==> config.mk <==
export PLATFORM = sky130hd
export DESIGN_NAME = fetch_stage
export DESIGN_NICKNAME = d
export VERILOG_FILES = /design/src/rtl/fetch_stage_pkg.sv /design/src/rtl/fetch_stage_sat_counter.sv /design/src/rtl/fetch_stage.sv
export SDC_FILE = /design/constraint.sdc
export NUM_CORES = 1
export LEC_CHECK = 0
export ABC_AREA = 1
export CAP_MARGIN = 5
export CORE_MARGIN = 10
export CORE_UTILIZATION = 50
export DETAILED_ROUTE_END_ITERATION = 12
export GPL_ROUTABILITY_DRIVEN = 0
export PLACE_DENSITY_LB_ADDON = 0.15
export SYNTH_ARGS = -nofsm -noshare
export SYNTH_HDL_FRONTEND = slang
export SYNTH_SLANG_ARGS = --single-unit
==> constraint.sdc <==
create_clock -name clk_i -period 2.25 [get_ports clk_i]
set_input_delay 0.45 -clock clk_i [delete_from_list [all_inputs] [get_ports clk_i]]
set_output_delay 0.45 -clock clk_i [all_outputs]
set_load 0.02 [all_outputs]
==> src/rtl/fetch_stage_pkg.sv <==
// Shared definitions for the RV32 fetch stage: datapath width, PC step,
// bubble instruction and the fetch FSM encoding.
package fetch_stage_pkg;
    localparam int XLEN = 32;
    localparam logic [XLEN-1:0] PC_INC      = 32'd4;
    localparam logic [XLEN-1:0] NOP_INSTR_C = 32'h0000_0013;
    localparam logic [XLEN-1:0] PC_ALIGN    = 32'hFFFF_FFFC;

    typedef enum logic {
        IDLE = 1'b0,
        RUN  = 1'b1
    } fetch_state_t;
endpackage

==> src/rtl/fetch_stage_sat_counter.sv <==
// Saturating event counter with enable and synchronous active-high reset.
module sat_counter #(
    parameter int CNT_W = 16
) (
    input  logic             clk_i,
    input  logic             rst_i,
    input  logic             en_i,
    output logic [CNT_W-1:0] cnt_o
);

    function automatic logic [CNT_W-1:0] sat_inc(input logic [CNT_W-1:0] v);
        return (&v) ? v : v + CNT_W'(1);
    endfunction

    always_ff @(posedge clk_i) begin
        if (rst_i) begin
            cnt_o <= '0;
        end else if (en_i) begin
            cnt_o <= sat_inc(cnt_o);
        end
    end

endmodule

==> src/rtl/fetch_stage.sv <==
// Instruction fetch stage with IF/ID register: PC sequencing, taken-branch
// redirect with one-slot squash, load-use stall hold and perf counters.
module fetch_stage
    import fetch_stage_pkg::*;
#(
    parameter logic [XLEN-1:0] RESET_PC  = 32'h0000_0000,
    parameter logic [XLEN-1:0] NOP_INSTR = NOP_INSTR_C,
    parameter int              CNT_W     = 16
) (
    input  logic             clk_i,
    input  logic             rst_i,
    input  logic             start_i,
    input  logic             stall_i,
    input  logic             branch_taken_i,
    input  logic [XLEN-1:0]  branch_target_i,
    input  logic [XLEN-1:0]  instr_i,
    output logic [XLEN-1:0]  pc_o,
    output logic [XLEN-1:0]  if_id_pc_o,
    output logic [XLEN-1:0]  if_id_instr_o,
    output logic             if_id_valid_o,
    output logic             running_o,
    output logic [CNT_W-1:0] stall_cnt_o,
    output logic [CNT_W-1:0] flush_cnt_o
);

    fetch_state_t    state_p0;
    logic            running_p0;
    logic [XLEN-1:0] pc_p0;
    logic [XLEN-1:0] if_id_pc_p1;
    logic [XLEN-1:0] if_id_instr_p1;
    logic            vld_p1;

    logic stall_evt;
    logic flush_evt;

    assign stall_evt = running_p0 && stall_i;
    assign flush_evt = running_p0 && !stall_i && branch_taken_i;

    // IF stage: PC register and fetch FSM
    always_ff @(posedge clk_i) begin
        if (rst_i) begin
            state_p0       <= IDLE;
            running_p0     <= 1'b0;
            pc_p0          <= RESET_PC;
            if_id_pc_p1    <= '0;
            if_id_instr_p1 <= NOP_INSTR;
            vld_p1         <= 1'b0;
        end else begin
            case (state_p0)
                IDLE: begin
                    if (start_i) begin
                        state_p0   <= RUN;
                        running_p0 <= 1'b1;
                    end
                end
                RUN: begin
                    // A stalled ID cannot trust its comparator, so the branch waits.
                    if (!stall_i) begin
                        if_id_pc_p1 <= pc_p0;
                        if (branch_taken_i) begin
                            pc_p0          <= branch_target_i & PC_ALIGN;
                            if_id_instr_p1 <= NOP_INSTR;
                            vld_p1         <= 1'b0;
                        end else begin
                            pc_p0          <= pc_p0 + PC_INC;
                            if_id_instr_p1 <= instr_i;
                            vld_p1         <= 1'b1;
                        end
                    end
                end
                default: begin
                    state_p0   <= IDLE;
                    running_p0 <= 1'b0;
                end
            endcase
        end
    end

    // IF/ID boundary outputs
    assign pc_o          = pc_p0;
    assign if_id_pc_o    = if_id_pc_p1;
    assign if_id_instr_o = if_id_instr_p1;
    assign if_id_valid_o = vld_p1;
    assign running_o     = running_p0;

    sat_counter #(.CNT_W(CNT_W)) u_stall_cnt (
        .clk_i (clk_i),
        .rst_i (rst_i),
        .en_i  (stall_evt),
        .cnt_o (stall_cnt_o)
    );

    sat_counter #(.CNT_W(CNT_W)) u_flush_cnt (
        .clk_i (clk_i),
        .rst_i (rst_i),
        .en_i  (flush_evt),
        .cnt_o (flush_cnt_o)
    );

endmodule

==> impl_metrics.csv <==
group,metric,value,unit
run_status,status,"completed",
power,p_per_area,716,nW/um^2
job,maxCapViolations,0,
global_routing,groute.usage.overall,0.224,
setup_path,cp-start-kind,"register",
routing,avgViaCountPerCell,5.20,
placement,io_buffers,192,
clocking,postCtsSetupRepairBufs,0,
setup_path,critPathSlowestCell,"clkdlybuf4s50_1",
finish,area_growth,44.7,%
global_routing,grt_pass1_wl,32300,um
floorplanning,num_rows,40,
clocking,hold_buffers,0,
timing,finalMaxSlewViolations,0,
routing,dr.pass1.iters,5,
global_routing,grt_pass1_vias,6472,
setup_path,ff2ff_path_depth,9,
yosys,synthArstFlopShare,0,
finish,nFillCells,966,
finish,n_antenna_cell,0,
setup_path,max_stage_delay,0.68,ns
hold_path,hold_depth,2,
setup_path,cp.arrival,1.62,ns
routing,wl_per_cell,15.6,um
setup_path,cp.required,1.80,ns
yosys,synthTopCellsByCount,"302 x nand2_1, 127 x dfxtp_1, 101 x nor2_1",
yosys,synthTopCellsByArea,"dfxtp_1 41%, nand2_1 18%, a21oi_1 7.5%",
yosys,ys_seq_elements,127,
yosys,seq_area_frac_synth,0.408,
power,max-vdd-ir-drop,0.610,mV
floorplanning,pin_count,199,
timing,post-route-min-period,2.07,ns
yosys,yosys_warnings,0,
setup_path,path_depth,1,
yosys,yosysUniqueCellTypes,37,
placement,dp_hpwl,14200,um
timing,fmax,0.483,GHz
routing,vias,6762,
yosys,avgSynthCellArea,6.69,um^2
yosys,synth_top_cell_area_share,0.408,
finish,final_net_count,1192,
clocking,cts.sinks,127,
routing,drtAntennaViolNets,0,
finish,fin_util,0.744,
floorplanning,die_y,132,um
setup_path,critPathKind,"register to output pin",
floorplanning,initial_core_util,0.514,
routing,drcViolationCount,0,
finish,drive_gt1_frac,0.0654,
timing,final-setup-viol-count,0,
clocking,clkTransAtPathRegs,0.06,ns
timing,fin_crit_sh,0.920,
yosys,synth_top_cell_by_area,"dfxtp_1",
yosys,netlist_area,6220,um^2
yosys,synth_edf_count,0,
global_routing,grt_remaining_overflow,0,
clocking,cts_buffers,17,
power,power_leakage,0.00323,uW
global_routing,antenna_found_initial,0,
floorplanning,dieArea,17300,um^2
floorplanning,die_w,132,um
yosys,synthCells,931,
setup_path,path_max_fanout,7,
global_routing,grt_max_degree,76,
setup_path,cp_cell_sequence,"clkdlybuf4s50_1",
setup_path,end_kind,"output pin",
timing,setup-tns-final,0,ns
clocking,clk_latency,0.42,ns
routing,drtIter0Drc,606,
clocking,cts_tree,"yes",
clocking,cts_max_path_buffers,2,
yosys,yosysMostFrequentCell,"nand2_1",
hold_path,min_path_type,"register to register",
clocking,ctsResizeCount,0,
setup_path,critPathBufInv,1,
clocking,clockRootBuffer,"clkbuf_16",
setup_path,path_delay_family,"buffers and inverters",
floorplanning,core,12100,um^2
yosys,synthFlopType,"dfxtp_1",
timing,hold_viol_final,0,
clocking,cts.htree.levels,4,
timing,rsz0062_at_grt,"no",
timing,skew,0.00692,ns
routing,routed_wl,20300,um
-- state kept, by name (all words and copies together), names as in the netlist --
name               flops
running_o              1
u_flush_cnt.cnt_o     16
if_id_instr_o         32
state_p0               1
if_id_pc_o            30
if_id_valid_o          1
pc_o                  30
u_stall_cnt.cnt_o     16
-- report_power, final --
group / internal [uW] / switching, uW
registers: 2330 / 65.1
clock network: 2360 / 1000
logic: 328 / 371
-- worst reg2reg max path: cells and delay by family, from the launching register on --
kind,cells,cell delay [ns]
AO/OA/AOI/OAI,1,0.14
adder cells (fa/ha/maj),1,0.19
buffers and inverters,1,0.20
flip-flops,1,0.39
AND/OR/NAND/NOR,6,0.76
-- kinds of logic (layout without fill, tap and decap cells) --
kind of cell | Yosys count | count (layout) | synth area share
buffers and inverters | 115 | 313 | 0.0896
flip-flops | 127 | 127 | 0.408
XOR/XNOR | 10 | 10 | 0.0141
adder cells (fa/ha/maj) | 3 | 3 | 0.00603
AO/OA/AOI/OAI | 170 | 170 | 0.143
AND/OR/NAND/NOR | 505 | 505 | 0.339
other | 1 | 4 | 0.000602
-- per-layer routing --
| layer | wire, um | share of wire | global-route usage |
|---|---|---|---|
| met2 | 9560 | 0.47 | 0.373 |
| met3 | 2430 | 0.12 | 0.112 |
| met1 | 7920 | 0.39 | 0.246 |
| met5 | 0 | 0 | 0 |
| met4 | 343 | 0.017 | 0.0674 |
-- final timing paths --
kind                                startpoint                           endpoint  slack (ns)
max                      pc_o[10]$_SDFFE_PP0P_                           pc_o[10]        0.18
min reg2reg     if_id_instr_o[10]$_SDFFE_PP0P_     if_id_instr_o[10]$_SDFFE_PP0P_        0.46
max reg2reg  u_flush_cnt.cnt_o[1]$_SDFFE_PP0P_  u_flush_cnt.cnt_o[3]$_SDFFE_PP0P_        0.47
min             if_id_instr_o[10]$_SDFFE_PP0P_     if_id_instr_o[10]$_SDFFE_PP0P_        0.46
-- stage by stage --
stage                     total power, uW  instances  hold WS [ns]  setup WS (ns)  area [um^2]
after global placement               3130       1269         0.447          0.226         8290
after global routing                 6630       1300         0.480          0.136         9010
final                                6450       1300         0.462          0.181         9010
after CTS                            6480       1300         0.463          0.163         9010
after floorplan                      2780        934         0.434          0.555         6240
after detailed placement             3130       1269         0.455          0.212         8290
-- cell usage in the layout, fill, tap and decap left out, types with 5 or more instances in the layout --
cell type / instances
inv_1: 67
xnor2_1: 5
buf_12: 5
clkbuf_16: 17
dfxtp_1: 127
nand2_2: 5
bufinv_16: 8
xor2_1: 5
nor2_4: 7
nand4_1: 7
nor2_2: 5
a21oi_1: 93
o21ai_0: 61
nand2_1: 302
nor3_1: 22
buf_4: 16
nor2_1: 100
nand3_1: 48
clkdlybuf4s50_1: 191
-- area by class of cell --
cell class / count / area [um^2] / share of cell area
Clock buffer: 21 / 460 / 0.0511
Sequential cell: 127 / 2540 / 0.282
Timing Repair Buffer: 213 / 2140 / 0.237
Multi-Input combinational cell: 692 / 3140 / 0.349
Tap cell: 168 / 210 / 0.0233
Clock inverter: 10 / 256 / 0.0285
Inverter: 69 / 259 / 0.0287
Power figures use the tool's default switching activity.
